## src/rtl/serial_subtractor_pkg.sv

```systemverilog
// ============================================================================
// Module   : serial_subtractor_pkg
// Purpose  : Shared FSM state type, default operand width and sizing helper.
// Revision : 1.0
// ============================================================================
`default_nettype none

package serial_subtractor_pkg;

  localparam int DEFAULT_WIDTH = 4;

  typedef enum logic [0:0] {
    IDLE  = 1'b0,
    SHIFT = 1'b1
  } state_t;

  // Bit counter width, never narrower than one bit.
  function automatic int cnt_bits(input int w);
    return (w <= 2) ? 1 : $clog2(w);
  endfunction

endpackage

`default_nettype wire

```

## src/rtl/serial_subtractor_if.sv

```systemverilog
// ============================================================================
// Module   : serial_subtractor_if
// Purpose  : Request/result bundle between a requester and serial_subtractor.
// Revision : 1.0
// ============================================================================
`default_nettype none

interface serial_subtractor_if
  import serial_subtractor_pkg::*;
#(
  parameter int WIDTH = DEFAULT_WIDTH
);

  logic             start;
  logic [WIDTH-1:0] a;
  logic [WIDTH-1:0] b;
  logic             busy;
  logic             done;
  logic [WIDTH:0]   diff;

  modport master (
    output start,
    output a,
    output b,
    input  busy,
    input  done,
    input  diff
  );

  modport slave (
    input  start,
    input  a,
    input  b,
    output busy,
    output done,
    output diff
  );

endinterface

`default_nettype wire

```

## src/rtl/serial_subtractor_full_subtractor.sv

```systemverilog
// ============================================================================
// Module   : full_subtractor
// Purpose  : One-bit subtract cell: d = x - y - bin, bout = borrow out.
// Revision : 1.0
// ============================================================================
`default_nettype none

module full_subtractor (
  input  wire logic x,
  input  wire logic y,
  input  wire logic bin,
  output logic      d,
  output logic      bout
);

  assign d    = x ^ y ^ bin;
  assign bout = (~x & y) | (~(x ^ y) & bin);

endmodule

`default_nettype wire

```

## src/rtl/serial_subtractor.sv

```systemverilog
// ============================================================================
// Module   : serial_subtractor
// Purpose  : Bit-serial (LSB-first) unsigned subtractor, one bit per clock.
// Revision : 1.0
// ============================================================================
`default_nettype none

module serial_subtractor
  import serial_subtractor_pkg::*;
#(
  parameter int WIDTH = DEFAULT_WIDTH
) (
  input  wire logic     clk,
  input  wire logic     reset,
  serial_subtractor_if.slave bus
);

  localparam int             CW       = cnt_bits(WIDTH);
  localparam logic [CW-1:0]  CNT_LAST = CW'(WIDTH - 1);

  state_t           state_q, state_d;
  logic [WIDTH-1:0] a_q, a_d;
  logic [WIDTH-1:0] b_q, b_d;
  logic [WIDTH-1:0] res_q, res_d;
  logic             borrow_q, borrow_d;
  logic [CW-1:0]    cnt_q, cnt_d;
  logic             busy_q, busy_d;
  logic             done_q, done_d;
  logic [WIDTH:0]   diff_q, diff_d;

  logic             fs_d;
  logic             fs_bout;

  full_subtractor u_fs (
    .x    (a_q[0]),
    .y    (b_q[0]),
    .bin  (borrow_q),
    .d    (fs_d),
    .bout (fs_bout)
  );

  always_ff @(posedge clk) begin
    if (reset) begin
      state_q  <= IDLE;
      a_q      <= '0;
      b_q      <= '0;
      res_q    <= '0;
      borrow_q <= 1'b0;
      cnt_q    <= '0;
      busy_q   <= 1'b0;
      done_q   <= 1'b0;
      diff_q   <= '0;
    end else begin
      state_q  <= state_d;
      a_q      <= a_d;
      b_q      <= b_d;
      res_q    <= res_d;
      borrow_q <= borrow_d;
      cnt_q    <= cnt_d;
      busy_q   <= busy_d;
      done_q   <= done_d;
      diff_q   <= diff_d;
    end
  end

  always_comb begin
    state_d  = state_q;
    a_d      = a_q;
    b_d      = b_q;
    res_d    = res_q;
    borrow_d = borrow_q;
    cnt_d    = cnt_q;
    busy_d   = busy_q;
    done_d   = 1'b0;
    diff_d   = diff_q;

    case (state_q)
      IDLE: begin
        if (bus.start) begin
          a_d      = bus.a;
          b_d      = bus.b;
          res_d    = '0;
          borrow_d = 1'b0;
          cnt_d    = '0;
          busy_d   = 1'b1;
          state_d  = SHIFT;
        end
      end

      SHIFT: begin
        // Result fills from the top so bit 0 lands at the LSB after WIDTH shifts.
        a_d      = a_q >> 1;
        b_d      = b_q >> 1;
        res_d    = {fs_d, res_q[WIDTH-1:1]};
        borrow_d = fs_bout;
        if (cnt_q == CNT_LAST) begin
          cnt_d   = '0;
          busy_d  = 1'b0;
          done_d  = 1'b1;
          diff_d  = {fs_bout, fs_d, res_q[WIDTH-1:1]};
          state_d = IDLE;
        end else begin
          cnt_d = cnt_q + 1'b1;
        end
      end

      default: state_d = IDLE;
    endcase
  end

  assign bus.busy = busy_q;
  assign bus.done = done_q;
  assign bus.diff = diff_q;

endmodule

`default_nettype wire

```

## src/flat_wrapper.sv

```systemverilog
// flat-port wrapper written by rule: the top's interface ports become plain ports
module serial_subtractor_flat import serial_subtractor_pkg::*;
#(
  parameter int WIDTH = DEFAULT_WIDTH
)
  (clk, reset, bus_start, bus_a, bus_b, bus_busy, bus_done, bus_diff);
  serial_subtractor_if #(.WIDTH(WIDTH)) bus_i ();
  input  wire logic clk;
  input  wire logic reset;
  input wire logic [$bits(bus_i.start)-1:0] bus_start;
  input wire logic [$bits(bus_i.a)-1:0] bus_a;
  input wire logic [$bits(bus_i.b)-1:0] bus_b;
  output wire logic [$bits(bus_i.busy)-1:0] bus_busy;
  output wire logic [$bits(bus_i.done)-1:0] bus_done;
  output wire logic [$bits(bus_i.diff)-1:0] bus_diff;
  assign bus_i.start = bus_start;
  assign bus_i.a = bus_a;
  assign bus_i.b = bus_b;
  assign bus_busy = bus_i.busy;
  assign bus_done = bus_i.done;
  assign bus_diff = bus_i.diff;
  serial_subtractor #(.WIDTH(WIDTH)) u_core (.clk(clk), .reset(reset), .bus(bus_i));
endmodule
```

## config.mk

```make
export PLATFORM = sky130hd
export DESIGN_NAME = serial_subtractor_flat
export DESIGN_NICKNAME = d
export VERILOG_FILES = /design/src/rtl/serial_subtractor_pkg.sv /design/src/rtl/serial_subtractor_if.sv /design/src/rtl/serial_subtractor_full_subtractor.sv /design/src/rtl/serial_subtractor.sv /design/src/flat_wrapper.sv
export SDC_FILE = /design/constraint.sdc
export NUM_CORES = 1
export LEC_CHECK = 0
export ABC_AREA = 1
export BUFFER_PORTS_ARGS = -buffer_cell sky130_fd_sc_hd__clkbuf_2
export CORE_MARGIN = 2
export CORE_UTILIZATION = 25
export DETAILED_ROUTE_END_ITERATION = 7
export SLEW_MARGIN = 20
export SYNTH_ARGS = -nofsm -noshare
export SYNTH_HDL_FRONTEND = slang
export SYNTH_SLANG_ARGS = --single-unit
```

## constraint.sdc

```tcl
create_clock -name clk -period 1.5 [get_ports clk]
set_input_delay 0.15 -clock clk [delete_from_list [all_inputs] [get_ports clk]]
set_output_delay 0.15 -clock clk [all_outputs]
set_load 0.05 [all_outputs]
```

==> impl_results.html, run 1 <==
<table>
<tr><th>Metric</th><th>Value</th></tr>
<tr><th colspan="2">Critical path</th></tr>
<tr><td>Worst path max stage delay</td><td>0.54 ns</td></tr>
<tr><td>Required time worst endpoint</td><td>1.74 ns</td></tr>
<tr><td>Cell breakdown of the critical path</td><td>inv_1 &gt; fa_1 &gt; nand2_1 &gt; a21oi_1</td></tr>
<tr><td>Category of the worst setup path capture point</td><td>flip-flop</td></tr>
<tr><td>Startpoint-to-endpoint class of the critical path</td><td>reg2reg</td></tr>
<tr><td>Number of buffers and inverters on the critical path</td><td>1</td></tr>
<tr><td>Critical Path Start Type</td><td>flip-flop</td></tr>
<tr><td>Maximum fanout along the worst path</td><td>2</td></tr>
<tr><td>Worst path slowest cell</td><td>sky130_fd_sc_hd__fa_1</td></tr>
<tr><td>CP delay by family, top</td><td>adder cells</td></tr>
<tr><td>Critical Path AT</td><td>1.44 ns</td></tr>
<tr><th colspan="2">Routing</th></tr>
<tr><td>First-pass iteration count of the detailed router</td><td>3</td></tr>
<tr><td>Wire length after detailed routing</td><td>1760 µm</td></tr>
<tr><td>Drc violations</td><td>0</td></tr>
<tr><td>Number of antenna-violating nets in the routed design</td><td>0</td></tr>
<tr><td>Routed vias</td><td>751</td></tr>
<tr><td>Avg Vias per Cell</td><td>4.149</td></tr>
<tr><td>Avg WL per Cell</td><td>9.724 µm</td></tr>
<tr><td>Starting DRT DRC Count</td><td>3</td></tr>
<tr><th colspan="2">Placement</th></tr>
<tr><td>Dpl cell area</td><td>1005 µm²</td></tr>
<tr><td>Count of port buffers added during placement</td><td>17</td></tr>
<tr><td>Estimated wirelength of the detail-placed design</td><td>1332 µm</td></tr>
<tr><td>Routability-driven placement congestion ratio</td><td>0.7025</td></tr>
<tr><th colspan="2">Die</th></tr>
<tr><td>Starting density of the core</td><td>26.21%</td></tr>
<tr><td>Ports placed on the boundary</td><td>18</td></tr>
<tr><td>Core ar.</td><td>3337 µm²</td></tr>
<tr><td>Die Area</td><td>3987 µm²</td></tr>
<tr><td>Std-Cell Rows</td><td>21</td></tr>
<tr><td>Width of the die</td><td>63.15 µm</td></tr>
<tr><td>Die Y</td><td>63.15 µm</td></tr>
<tr><th colspan="2">Timing</th></tr>
<tr><td>Transition time at the pin with the least slew margin</td><td>0.3337 ns</td></tr>
<tr><td>Slew Viols, Final</td><td>0</td></tr>
<tr><td>Ratio of final minimum period to clock period</td><td>79.73%</td></tr>
<tr><td>Number of hold-slack violations in the final timing report</td><td>0</td></tr>
<tr><td>Relative slew slack</td><td>77.70%</td></tr>
<tr><td>Minimum clock period after layout</td><td>1.196 ns</td></tr>
<tr><td>Final count of negative-setup-slack endpoints</td><td>0</td></tr>
<tr><td>RSZ-0062 raised after global routing</td><td>no</td></tr>
<tr><td>Fin Setup TNS</td><td>0 ns</td></tr>
<tr><td>Max Clock Skew</td><td>0.001747 ns</td></tr>
<tr><td>Achievable clock frequency</td><td>0.8362 GHz</td></tr>
<tr><th colspan="2">CTS</th></tr>
<tr><td>Clk sink count</td><td>22</td></tr>
<tr><td>Cts bufs inserted</td><td>3</td></tr>
<tr><td>Number of buffers on the longest clock path</td><td>2</td></tr>
<tr><td>Post-cts gate resize count</td><td>0</td></tr>
<tr><td>Reg clk slew, reported paths</td><td>0.12 ns</td></tr>
<tr><td>Post CTS Setup Buffer Count</td><td>0</td></tr>
<tr><td>Total of hold buffers inserted after clock tree synthesis</td><td>0</td></tr>
<tr><td>Number of levels the H-tree was split into</td><td>1</td></tr>
<tr><td>TritonCTS clock tree</td><td>done</td></tr>
<tr><td>Clock Tree Root</td><td>sky130_fd_sc_hd__clkbuf_4</td></tr>
<tr><td>Clk Latency, worst-skew pair</td><td>0.30 ns</td></tr>
<tr><th colspan="2">GRT</th></tr>
<tr><td>Routing usage on met1</td><td>11.69%</td></tr>
<tr><td>Wire length of the first global-routing pass</td><td>3077 µm</td></tr>
<tr><td>Most Used Layer, Global Route</td><td>met2</td></tr>
<tr><td>Total GRT Usage</td><td>9.808%</td></tr>
<tr><td>Number of global-route vias before repair</td><td>711</td></tr>
<tr><td>GR met2 Demand/Resource</td><td>16.36%</td></tr>
<tr><td>Number of antenna violations at the first check in global routing</td><td>0</td></tr>
<tr><td>Met3 track utilization from global routing</td><td>1.786%</td></tr>
<tr><td>Gr ovfl total</td><td>0</td></tr>
<tr><td>Maximum number of pins on one net before global-route repair</td><td>16</td></tr>
<tr><th colspan="2">Logic synthesis</th></tr>
<tr><td>Register bit count reported by yosys</td><td>22</td></tr>
<tr><td>Post-synthesis cell type with the largest combined area</td><td>sky130_fd_sc_hd__dfxtp_1</td></tr>
<tr><td>Cell area after synthesis</td><td>874.6 µm²</td></tr>
<tr><td>Number of warning messages in the yosys log</td><td>0</td></tr>
<tr><td>Area share of the largest cell type after synthesis</td><td>50.36%</td></tr>
<tr><td>Sequential element share of the synthesized area</td><td>50.36%</td></tr>
<tr><td>Post-synth cell types</td><td>15</td></tr>
<tr><td>Async set-reset flop share out of synthesis</td><td>0%</td></tr>
<tr><td>Leading cell types by total area after synthesis</td><td>sky130_fd_sc_hd__dfxtp_1 50%, sky130_fd_sc_hd__nand2_1 18%, sky130_fd_sc_hd__nand3_1 10%, sky130_fd_sc_hd__a21oi_1 4.6%, sky130_fd_sc_hd__inv_1 4.3%</td></tr>
<tr><td>Cell count after synthesis</td><td>117</td></tr>
<tr><td>Nets in the synthesized netlist</td><td>130</td></tr>
<tr><td>Most common cell in the netlist</td><td>sky130_fd_sc_hd__nand2_1</td></tr>
<tr><td>Most frequent cells after synthesis</td><td>41 x sky130_fd_sc_hd__nand2_1, 22 x sky130_fd_sc_hd__dfxtp_1, 18 x sky130_fd_sc_hd__nand3_1</td></tr>
<tr><td>Avg Inst Size Synth</td><td>7.475 µm²</td></tr>
<tr><td>Synth Flop Type</td><td>sky130_fd_sc_hd__dfxtp_1</td></tr>
<tr><td>Number of flops mapped to enable cells by yosys</td><td>0</td></tr>
<tr><th colspan="2">Power and ir drop</th></tr>
<tr><td>Leakage</td><td>0.5013 nW</td></tr>
<tr><td>Overall power after layout</td><td>1.053 mW</td></tr>
<tr><td>Power per cell area</td><td>1011 nW/µm²</td></tr>
<tr><td>IR drop worst, VDD</td><td>0.4134 mV</td></tr>
<tr><th colspan="2">Flow run</th></tr>
<tr><td>Max-capacitance violation count</td><td>0</td></tr>
<tr><th colspan="2">Layout</th></tr>
<tr><td>ANT cells</td><td>0</td></tr>
<tr><td>Net count reported at finish</td><td>149</td></tr>
<tr><td>Total of fill cells in the finished design</td><td>389</td></tr>
<tr><td>Syn-to-layout area delta</td><td>19.03%</td></tr>
<tr><td>Share of layout cells above drive strength 1</td><td>18.52%</td></tr>
<tr><td>Design Area, Final</td><td>1041 µm²</td></tr>
<tr><th colspan="2">Outcome</th></tr>
<tr><td>Result of the run</td><td>finished clean</td></tr>
<tr><th colspan="2">Min path</th></tr>
<tr><td>Min-Delay Path Class</td><td>in2reg</td></tr>
</table>
==> path summary, 6_finish.rpt <==
path              depth (start not counted)  slack (ns)            endpoint       startpoint
setup / recovery                          4        0.30     u_core.res_q[3]    u_core.b_q[0]
hold / removal                            3        0.06       u_core.a_q[3]         bus_a[3]
hold reg to reg                           2        0.46  u_core.bus.diff[0]  u_core.res_q[1]
setup reg to reg                          4        0.30     u_core.res_q[3]    u_core.b_q[0]
==> worst reg2reg max path: stages, from the launching register on <==
cell and delay, ns:
sky130_fd_sc_hd__dfxtp_1 0.35, sky130_fd_sc_hd__inv_1 0.05, sky130_fd_sc_hd__fa_1 0.54, sky130_fd_sc_hd__nand2_1 0.06, sky130_fd_sc_hd__a21oi_1 0.14
==> placed cells by master (no fill, tap or decap) <==
cell	netlist	final
sky130_fd_sc_hd__inv_2	1	1
sky130_fd_sc_hd__ha_1	1	1
sky130_fd_sc_hd__buf_4	1	2
sky130_fd_sc_hd__dfxtp_1	22	22
sky130_fd_sc_hd__fa_1	1	1
sky130_fd_sc_hd__nor2_1	6	6
sky130_fd_sc_hd__nand3_1	18	18
sky130_fd_sc_hd__clkbuf_2	0	17
sky130_fd_sc_hd__inv_1	10	10
sky130_fd_sc_hd__a21oi_1	8	8
sky130_fd_sc_hd__o21ai_1	1	1
sky130_fd_sc_hd__nor2_4	1	1
sky130_fd_sc_hd__or2_0	1	1
sky130_fd_sc_hd__clkbuf_8	0	1
sky130_fd_sc_hd__clkbuf_4	0	3
sky130_fd_sc_hd__clkinv_1	1	1
sky130_fd_sc_hd__nand2_1	41	41
==> where the power goes <==
| group | internal [mW] | total, mW | switching (mW) |
|---|---|---|---|
| registers | 0.606 | 0.620 | 0.0139 |
| logic | 0.0404 | 0.109 | 0.0685 |
| clock network | 0.148 | 0.324 | 0.176 |
==> state kept, by name, indices dropped and copies added (netlist names), 2 cells and up <==
name,flops
u_core.cnt_q,2
u_core.bus.diff,5
u_core.b_q,4
u_core.a_q,4
u_core.res_q,3
==> area by class of cell <==
| type | instances | area, µm² | share of cell area, % |
|---|---|---|---|
| Sequential cell | 22 | 440.4 | 42.31 |
| Multi-Input combinational cell | 78 | 361.6 | 34.74 |
| Clock buffer | 4 | 36.28 | 3.486 |
| Tap cell | 46 | 57.56 | 5.529 |
| Inverter | 12 | 45.04 | 4.327 |
| Timing Repair Buffer | 19 | 100.1 | 9.615 |
==> cells by family (layout without fill, tap and decap cells) <==
logic type / after synthesis / in the layout / synth area share, %
buf+inv: 17 / 35 / 8.298
fa+ha+maj: 2 / 2 / 3.719
flops: 22 / 22 / 50.36
compound gates: 9 / 9 / 5.150
simple gates: 67 / 67 / 32.48
==> routing by layer <==
| layer | wire length (µm) | vias to the layer above |
|---|---|---|
| met5 | 0 | - |
| met4 | 21 | 0 |
| met2 | 851 | 9 |
| met1 | 857 | 338 |
| met3 | 30 | 2 |
| li1 | - | 402 |
==> stage by stage <==
stage / utilization [%] / setup WS (ns) / instances / hold slack (ns)
after floorplan: - / 0.3749 / 117 / 0.2927
after global placement: 30.11 / 0.3472 / 177 / 0.3893
after detailed placement: 30.11 / 0.3301 / 177 / 0.3928
final: 31.20 / 0.3041 / 181 / 0.05910
after global routing: 31.20 / 0.1771 / 181 / 0.05566
after CTS: 31.20 / 0.2967 / 181 / 0.05269
(Power assumes the default switching activity.)
==> run 2: changes to the inputs <==
clock period = 1 ns   (was 1.5 ns; I/O delays follow)
==> impl_results.html, run 2 (same netlist as run 1, synthesis figures left out) <==
<table>
<tr><th>Metric</th><th>Value</th></tr>
<tr><th colspan="2">Routing</th></tr>
<tr><td>First-pass iteration count of the detailed router</td><td>5 (+2)</td></tr>
<tr><td>Avg WL per Cell</td><td>9.293 µm (-4.4%)</td></tr>
<tr><td>Avg Vias per Cell</td><td>4.079 (-1.7%)</td></tr>
<tr><td>Wire length after detailed routing</td><td>1775 µm (+0.85%)</td></tr>
<tr><td>Starting DRT DRC Count</td><td>16 (+13)</td></tr>
<tr><td>Routed vias</td><td>779 (+3.7%)</td></tr>
<tr><td>Number of antenna-violating nets in the routed design</td><td>0 (unchanged)</td></tr>
<tr><td>Drc violations</td><td>0 (unchanged)</td></tr>
<tr><th colspan="2">Power and ir drop</th></tr>
<tr><td>Reg power frac</td><td>61.0% (+2.2 points)</td></tr>
<tr><td>Internal portion of total power</td><td>1.150 mW (+45%)</td></tr>
<tr><td>Clock share of power</td><td>24.7% (-6.1 points)</td></tr>
<tr><td>Power per cell area</td><td>1304 nW/µm² (+29%)</td></tr>
<tr><td>Net switching component of the power</td><td>0.3735 mW (+44%)</td></tr>
<tr><td>Combinational cell fraction of total power</td><td>14.3% (+4.0 points)</td></tr>
<tr><td>IR drop worst, VDD</td><td>0.5253 mV (+27%)</td></tr>
<tr><td>Share of total power consumed by net switching</td><td>24.51% (-0.073 points)</td></tr>
<tr><td>Overall power after layout</td><td>1.524 mW (+45%)</td></tr>
<tr><td>Leakage</td><td>0.5637 nW (+12%)</td></tr>
<tr><th colspan="2">Placement</th></tr>
<tr><td>Estimated wirelength of the detail-placed design</td><td>1379 µm (+3.6%)</td></tr>
<tr><td>Cell count after placement</td><td>186 (+5.1%)</td></tr>
<tr><td>Dpl cell area</td><td>1077 µm² (+7.2%)</td></tr>
<tr><td>Count of port buffers added during placement</td><td>17 (unchanged)</td></tr>
<tr><td>Routability-driven placement congestion ratio</td><td>0.7448 (+6.0%)</td></tr>
<tr><th colspan="2">Critical path</th></tr>
<tr><td>Cell breakdown of the critical path</td><td>inv_2 &gt; fa_2 &gt; nand2_2 &gt; a21oi_2</td></tr>
<tr><td>Critical Path Start Type</td><td>flip-flop</td></tr>
<tr><td>Worst path slowest cell</td><td>sky130_fd_sc_hd__fa_2</td></tr>
<tr><td>Category of the worst setup path capture point</td><td>flip-flop</td></tr>
<tr><td>Required time worst endpoint</td><td>1.24 ns (-0.50 ns)</td></tr>
<tr><td>Worst path max stage delay</td><td>0.55 ns (about the same)</td></tr>
<tr><td>Critical Path AT</td><td>1.38 ns (-0.06 ns)</td></tr>
<tr><td>Startpoint-to-endpoint class of the critical path</td><td>reg2reg</td></tr>
<tr><td>Maximum fanout along the worst path</td><td>2 (unchanged)</td></tr>
<tr><td>Number of cells on the worst reg-to-reg path</td><td>4 (unchanged)</td></tr>
<tr><th colspan="2">Die</th></tr>
<tr><td>Width of the die</td><td>63.15 µm (unchanged)</td></tr>
<tr><td>Die Y</td><td>63.15 µm (unchanged)</td></tr>
<tr><td>Die Area</td><td>3987 µm² (unchanged)</td></tr>
<tr><td>Ports placed on the boundary</td><td>18 (unchanged)</td></tr>
<tr><td>Std-Cell Rows</td><td>21 (unchanged)</td></tr>
<tr><td>Starting density of the core</td><td>26.21% (unchanged)</td></tr>
<tr><td>Core ar.</td><td>3337 µm² (unchanged)</td></tr>
<tr><th colspan="2">Layout</th></tr>
<tr><td>Most common cell after layout, fill and taps aside</td><td>sky130_fd_sc_hd__nand2_1</td></tr>
<tr><td>Footprint of the flip-flops and latches</td><td>447.9 µm² (+1.7%)</td></tr>
<tr><td>Final non-filler cell total</td><td>191 (+5.5%)</td></tr>
<tr><td>Flip-flop count of the largest register after layout</td><td>5 (unchanged)</td></tr>
<tr><td>Share of layout cells above drive strength 1</td><td>34.48% (+16 points)</td></tr>
<tr><td>Net count reported at finish</td><td>160 (+7.4%)</td></tr>
<tr><td>Commonest non-fill, non-tap cells in the layout</td><td>38 x sky130_fd_sc_hd__nand2_1, 18 x sky130_fd_sc_hd__buf_4, 18 x sky130_fd_sc_hd__dfxtp_1</td></tr>
<tr><td>Final core utilization</td><td>35.02% (+3.8 points)</td></tr>
<tr><td>Design Area, Final</td><td>1169 µm² (+12%)</td></tr>
<tr><td>Area used by multi-input combinational logic</td><td>386.6 µm² (+6.9%)</td></tr>
<tr><td>Total of fill cells in the finished design</td><td>362 (-6.9%)</td></tr>
<tr><td>Syn-to-layout area delta</td><td>33.62%</td></tr>
<tr><td>ANT cells</td><td>0 (unchanged)</td></tr>
<tr><th colspan="2">Timing</th></tr>
<tr><td>Final count of negative-setup-slack endpoints</td><td>4 (+4)</td></tr>
<tr><td>Ratio of final minimum period to clock period</td><td>114.4% (+35 points)</td></tr>
<tr><td>RSZ-0062 raised after global routing</td><td>yes</td></tr>
<tr><td>Minimum clock period after layout</td><td>1.144 ns (-0.05146 ns)</td></tr>
<tr><td>Max Clock Skew</td><td>0.008280 ns (+0.006533 ns)</td></tr>
<tr><td>Number of hold-slack violations in the final timing report</td><td>0 (unchanged)</td></tr>
<tr><td>Slew Viols, Final</td><td>0 (unchanged)</td></tr>
<tr><td>Achievable clock frequency</td><td>0.8738 GHz (+4.5%)</td></tr>
<tr><td>Worst-case setup margin in the final layout</td><td>-0.1444 ns (-0.4485 ns)</td></tr>
<tr><td>Transition time at the pin with the least slew margin</td><td>0.1584 ns (-0.1754 ns)</td></tr>
<tr><td>Relative slew slack</td><td>89.50% (+12 points)</td></tr>
<tr><th colspan="2">Min path</th></tr>
<tr><td>Hold Crit Depth</td><td>3 (unchanged)</td></tr>
<tr><td>Min-Delay Path Class</td><td>in2reg</td></tr>
<tr><th colspan="2">GRT</th></tr>
<tr><td>Number of antenna violations at the first check in global routing</td><td>0 (unchanged)</td></tr>
<tr><td>Maximum number of pins on one net before global-route repair</td><td>13 (-3)</td></tr>
<tr><td>Total GRT Usage</td><td>9.558% (-0.25 points)</td></tr>
<tr><td>Wire length of the first global-routing pass</td><td>3056 µm (-0.68%)</td></tr>
<tr><td>Number of global-route vias before repair</td><td>741 (+4.2%)</td></tr>
<tr><td>Gr ovfl total</td><td>0 (unchanged)</td></tr>
<tr><th colspan="2">CTS</th></tr>
<tr><td>Reg clk slew, reported paths</td><td>0.11 ns (about the same)</td></tr>
<tr><td>Cts bufs inserted</td><td>3 (unchanged)</td></tr>
<tr><td>TritonCTS clock tree</td><td>done</td></tr>
<tr><td>Number of levels the H-tree was split into</td><td>1 (unchanged)</td></tr>
<tr><td>Number of buffers on the longest clock path</td><td>2 (unchanged)</td></tr>
<tr><td>Clk sink count</td><td>22 (unchanged)</td></tr>
<tr><td>Clk Latency, worst-skew pair</td><td>0.29 ns (about the same)</td></tr>
<tr><td>Clock Tree Root</td><td>sky130_fd_sc_hd__clkbuf_4</td></tr>
<tr><th colspan="2">Outcome</th></tr>
<tr><td>Violated checks</td><td>negative setup slack</td></tr>
<tr><td>Result of the run</td><td>complete, but fails checks</td></tr>
<tr><th colspan="2">Flow run</th></tr>
<tr><td>Max-capacitance violation count</td><td>0 (unchanged)</td></tr>
</table>
-- run 2: changes by cell type in the layout (fill, tap and decap cells not counted), moves of 2 or more --
| cell | before | now |
|---|---|---|
| sky130_fd_sc_hd__dfxtp_2 | 0 | 3 |
| sky130_fd_sc_hd__inv_1 | 10 | 8 |
| sky130_fd_sc_hd__dfxtp_1 | 22 | 18 |
| sky130_fd_sc_hd__clkbuf_2 | 17 | 10 |
| sky130_fd_sc_hd__nand2_2 | 0 | 3 |
| sky130_fd_sc_hd__inv_4 | 0 | 2 |
| sky130_fd_sc_hd__buf_4 | 2 | 18 |
| sky130_fd_sc_hd__nand2_1 | 41 | 38 |
-- run 2: path summary, 6_finish.rpt --
kind	start	to	slack, ns
setup / recovery	u_core.b_q[0]	u_core.res_q[3]	-0.14
hold / removal	bus_a[3]	u_core.a_q[3]	0.01
setup reg to reg	u_core.b_q[0]	u_core.res_q[3]	-0.14
hold reg to reg	u_core.res_q[1]	u_core.bus.diff[0]	0.46
-- run 2: cell type report --
type / count / area share [%]
sequential: 22 / 38.33
multi-input combinational: 78 / 33.08
timing repair buffer: 30 / 17.45
tap: 46 / 4.925
inverter: 12 / 4.283
clock buffer: 3 / 1.927
-- run 2: repair_timing --
item	CTS	global route
resized for setup	12	17
pin swaps	4	2
endpoints found under the hold margin	0	0
endpoints found under the setup margin	13	23
hold buffers	0	0
setup buffers	2	0
-- run 2: power groups by stage --
| stage | combinational (mW) | sequential, mW | clock [mW] |
|---|---|---|---|
| after global placement | 0.192 | 0.948 | 0 |
| after detailed placement | 0.196 | 0.949 | 0 |
| final | 0.217 | 0.930 | 0.376 |
| after floorplan | 0.107 | 0.959 | 0 |
| after CTS | 0.210 | 0.931 | 0.395 |
| after global routing | 0.246 | 0.935 | 0.429 |
-- run 2: worst max-delay path, delay by kind of cell (launching register included) --
family	cells	cell delay, ns
adders and majority gates	1	0.55
AOI/OAI and AO/OA	1	0.10
DFF	1	0.35
and+or+nand+nor	1	0.05
buffers and inverters	1	0.04
-- run 2: metal layers --
| metal | vias to the layer above | wire (µm) | global-route usage (%) |
|---|---|---|---|
| met1 | 344 | 879 | 12.07 |
| met3 | 2 | 38 | 1.607 |
| met5 | - | 0 | 0 |
| met2 | 9 | 835 | 15.96 |
| li1 | 424 | - | - |
| met4 | 0 | 21 | 4.167 |
-- run 2: stage by stage --
| step | TNS [ns] | setup WS, ns | hold WS [ns] |
|---|---|---|---|
| 6_report | -0.5136 | -0.1444 | 0.01446 |
| 5_1_grt | -0.6539 | -0.1926 | 0.01271 |
| 4_1_cts | -0.5269 | -0.1569 | 0.01111 |
| 3_5_place_dp | -0.3580 | -0.1430 | 0.3370 |
| 2_1_floorplan | -0.1572 | -0.07776 | 0.2427 |
| 3_3_place_gp | -0.2152 | -0.08844 | 0.3398 |
==> run 3: changes to the inputs <==
--- a/constraint.sdc
+++ b/constraint.sdc
@@ -3,2 +3,2 @@
 set_output_delay 0.1 -clock clk [all_outputs]
-set_load 0.05 [all_outputs]
+set_load 0.1 [all_outputs]
==> impl_results.html, run 3 (same netlist as run 1, synthesis figures left out) <==
<table>
<tr><th>Metric</th><th>Value</th></tr>
<tr><th colspan="2">Outcome</th></tr>
<tr><td>Result of the run</td><td>complete, but fails checks</td></tr>
<tr><td>Violated checks</td><td>negative setup slack</td></tr>
<tr><th colspan="2">Power and ir drop</th></tr>
<tr><td>Power per cell area</td><td>1252 nW/µm² (-4.0%)</td></tr>
<tr><td>IR drop worst, VDD</td><td>0.6416 mV (+22%)</td></tr>
<tr><td>Overall power after layout</td><td>1.685 mW (+11%)</td></tr>
<tr><td>Leakage</td><td>0.6472 nW (+15%)</td></tr>
<tr><th colspan="2">Critical path</th></tr>
<tr><td>Stages on worst setup path</td><td>4 (unchanged)</td></tr>
<tr><td>Startpoint-to-endpoint class of the critical path</td><td>reg2reg</td></tr>
<tr><td>Maximum fanout along the worst path</td><td>2 (unchanged)</td></tr>
<tr><td>Critical Path Source</td><td>u_core.b_q[0]</td></tr>
<tr><td>Critical path capture point</td><td>u_core.res_q[3]</td></tr>
<tr><td>Worst setup slack for register-to-register paths</td><td>-0.14 ns (about the same)</td></tr>
<tr><td>Number of cells on the worst reg-to-reg path</td><td>4 (unchanged)</td></tr>
<tr><td>CP delay by family, top</td><td>adder cells</td></tr>
<tr><td>Critical Path Start Type</td><td>flip-flop</td></tr>
<tr><td>Worst path slowest cell</td><td>sky130_fd_sc_hd__fa_2</td></tr>
<tr><td>Category of the worst setup path capture point</td><td>flip-flop</td></tr>
<tr><td>Worst path max stage delay</td><td>0.52 ns (-0.03 ns)</td></tr>
<tr><td>Cell breakdown of the critical path</td><td>inv_2 &gt; fa_2 &gt; nand2_1 &gt; a21oi_2</td></tr>
<tr><td>Required time worst endpoint</td><td>1.26 ns (+0.02 ns)</td></tr>
<tr><td>Reg-to-reg critical path startpoint</td><td>u_core.b_q[0]</td></tr>
<tr><td>Capture point of the worst reg-to-reg path</td><td>u_core.res_q[3]</td></tr>
<tr><td>Critical Path AT</td><td>1.39 ns (about the same)</td></tr>
<tr><td>Number of buffers and inverters on the critical path</td><td>1 (unchanged)</td></tr>
<tr><th colspan="2">Routing</th></tr>
<tr><td>Starting DRT DRC Count</td><td>21 (+5)</td></tr>
<tr><td>Avg Vias per Cell</td><td>4.298 (+5.4%)</td></tr>
<tr><td>WL met2</td><td>983 µm (+18%)</td></tr>
<tr><td>WL met1</td><td>911 µm (+3.6%)</td></tr>
<tr><td>Wire length after detailed routing</td><td>1975 µm (+11%)</td></tr>
<tr><td>Top routing layer used</td><td>met4</td></tr>
<tr><td>First-pass iteration count of the detailed router</td><td>4 (-1)</td></tr>
<tr><td>Routed vias</td><td>821 (+5.4%)</td></tr>
<tr><td>Number of antenna-violating nets in the routed design</td><td>0 (unchanged)</td></tr>
<tr><td>DR WL met3</td><td>60 µm (+58%)</td></tr>
<tr><td>Avg WL per Cell</td><td>10.34 µm (+11%)</td></tr>
<tr><td>Drc violations</td><td>0 (unchanged)</td></tr>
<tr><th colspan="2">Die</th></tr>
<tr><td>Die Area</td><td>3987 µm² (unchanged)</td></tr>
<tr><td>Ports placed on the boundary</td><td>18 (unchanged)</td></tr>
<tr><td>Die Y</td><td>63.15 µm (unchanged)</td></tr>
<tr><td>Core ar.</td><td>3337 µm² (unchanged)</td></tr>
<tr><td>Starting density of the core</td><td>26.21% (unchanged)</td></tr>
<tr><td>Std-Cell Rows</td><td>21 (unchanged)</td></tr>
<tr><td>Width of the die</td><td>63.15 µm (unchanged)</td></tr>
<tr><th colspan="2">Placement</th></tr>
<tr><td>Estimated wirelength of the detail-placed design</td><td>1442 µm (+4.6%)</td></tr>
<tr><td>Post-Place Setup Slack</td><td>-0.1464 ns (-0.003415 ns)</td></tr>
<tr><td>Cell count after placement</td><td>183 (-1.6%)</td></tr>
<tr><td>Routability-driven placement congestion ratio</td><td>0.7525 (+1.0%)</td></tr>
<tr><td>Count of port buffers added during placement</td><td>17 (unchanged)</td></tr>
<tr><th colspan="2">Timing</th></tr>
<tr><td>Final count of negative-setup-slack endpoints</td><td>4 (unchanged)</td></tr>
<tr><td>Max Clock Skew</td><td>0.01339 ns (+0.005111 ns)</td></tr>
<tr><td>Smallest hold slack</td><td>0.004881 ns (-0.009576 ns)</td></tr>
<tr><td>Worst-case setup margin in the final layout</td><td>-0.1364 ns (+0.008067 ns)</td></tr>
<tr><td>RSZ-0062 raised after global routing</td><td>yes</td></tr>
<tr><td>Relative slew slack</td><td>85.98% (-3.5 points)</td></tr>
<tr><td>Number of hold-slack violations in the final timing report</td><td>0 (unchanged)</td></tr>
<tr><td>Ratio of final minimum period to clock period</td><td>113.6% (-0.81 points)</td></tr>
<tr><td>Minimum clock period after layout</td><td>1.136 ns (-0.008067 ns)</td></tr>
<tr><td>Achievable clock frequency</td><td>0.8800 GHz (+0.71%)</td></tr>
<tr><td>Transition time at the pin with the least slew margin</td><td>0.2103 ns (+0.05199 ns)</td></tr>
<tr><td>Slew Viols, Final</td><td>0 (unchanged)</td></tr>
<tr><th colspan="2">CTS</th></tr>
<tr><td>TritonCTS clock tree</td><td>done</td></tr>
<tr><td>Number of levels the H-tree was split into</td><td>1 (unchanged)</td></tr>
<tr><td>Clk sink count</td><td>22 (unchanged)</td></tr>
<tr><td>Clock Tree Root</td><td>sky130_fd_sc_hd__clkbuf_4</td></tr>
<tr><td>Cts bufs inserted</td><td>3 (unchanged)</td></tr>
<tr><td>Reg clk slew, reported paths</td><td>0.13 ns (+0.02 ns)</td></tr>
<tr><td>Number of buffers on the longest clock path</td><td>2 (unchanged)</td></tr>
<tr><td>Clk Latency, worst-skew pair</td><td>0.31 ns (+0.02 ns)</td></tr>
<tr><th colspan="2">Layout</th></tr>
<tr><td>Final core utilization</td><td>40.35% (+5.3 points)</td></tr>
<tr><td>Net count reported at finish</td><td>159 (-0.63%)</td></tr>
<tr><td>Syn-to-layout area delta</td><td>53.93%</td></tr>
<tr><td>Final non-filler cell total</td><td>191 (unchanged)</td></tr>
<tr><td>Flip-flop count of the largest register after layout</td><td>5 (unchanged)</td></tr>
<tr><td>Share of layout cells above drive strength 1</td><td>46.90% (+12 points)</td></tr>
<tr><td>ANT cells</td><td>0 (unchanged)</td></tr>
<tr><td>Most common cell after layout, fill and taps aside</td><td>sky130_fd_sc_hd__nand2_1</td></tr>
<tr><td>Commonest non-fill, non-tap cells in the layout</td><td>34 x sky130_fd_sc_hd__nand2_1, 13 x sky130_fd_sc_hd__nand3_1, 13 x sky130_fd_sc_hd__dfxtp_2</td></tr>
<tr><th colspan="2">GRT</th></tr>
<tr><td>Maximum number of pins on one net before global-route repair</td><td>13 (unchanged)</td></tr>
<tr><td>Number of antenna violations at the first check in global routing</td><td>0 (unchanged)</td></tr>
<tr><td>Total GRT Usage</td><td>10.46% (+0.90 points)</td></tr>
<tr><td>Number of global-route vias before repair</td><td>791 (+6.7%)</td></tr>
<tr><td>Gr ovfl total</td><td>0 (unchanged)</td></tr>
<tr><td>Wire length of the first global-routing pass</td><td>3298 µm (+7.9%)</td></tr>
<tr><th colspan="2">Min path</th></tr>
<tr><td>Min-Delay Path Class</td><td>in2reg</td></tr>
<tr><th colspan="2">Flow run</th></tr>
<tr><td>Max-capacitance violation count</td><td>0 (unchanged)</td></tr>
</table>
-- run 3: changes by cell type in the layout (fill, tap and decap cells not counted), sizes merged --
cell / delta
clkinv: +1
inv: -1
-- run 3: final cells by class --
type                       instances  area, µm²
fill                             350       1991
inverter                          12      46.29
tap                               46      57.56
timing repair buffer              29      304.0
sequential                        22      456.7
clock buffer                       4      36.28
multi-input combinational         78      445.4
-- run 3: worst reg2reg max path, delay by kind of cell, from the launching register on --
family | cells | cell delay, ns
AO/OA/AOI/OAI | 1 | 0.10
buffers and inverters | 1 | 0.04
AND/OR/NAND/NOR | 1 | 0.06
adder cells (fa/ha/maj) | 1 | 0.52
flip-flops | 1 | 0.36
-- run 3: timing repair --
item / 4_1_cts / 5_1_grt
cloned: 0 / 0
hold buffers: 0 / 0
pin swaps: 0 / 4
setup buffers: 0 / 4
gates resized for setup: 7 / 22
setup endpoints to repair: 16 / 21
-- run 3: how the worst min path moves through the flow --
stage                  start            end  cells after the start
floorplan           bus_a[3]  u_core.a_q[3]                      2
global placement    bus_b[3]  u_core.b_q[3]                      3
detailed placement  bus_b[3]  u_core.b_q[3]                      3
CTS                 bus_b[3]  u_core.b_q[3]                      3
global route        bus_b[3]  u_core.b_q[3]                      3
finish              bus_b[3]  u_core.b_q[3]                      3
-- run 3: routing by layer --
layer	vias up	GRT usage (%)
met2	11	17.82
met4	0	5.000
met3	2	1.964
li1	424	-
met5	-	0
met1	384	12.61
-- run 3: through the flow --
step                TNS [ns]  area, µm²
floorplan            -0.1418      888.4
global placement     -0.2053       1181
detailed placement   -0.5721       1181
CTS                  -0.3616       1231
global route         -0.8070       1346
finish               -0.3354       1346
-- run 3: where the power goes --
part	internal (mW)	total (mW)	switching, mW
sequential	0.912	0.942	0.0301
combinational	0.121	0.260	0.139
clock	0.222	0.483	0.262
total	1.25	1.69	0.431
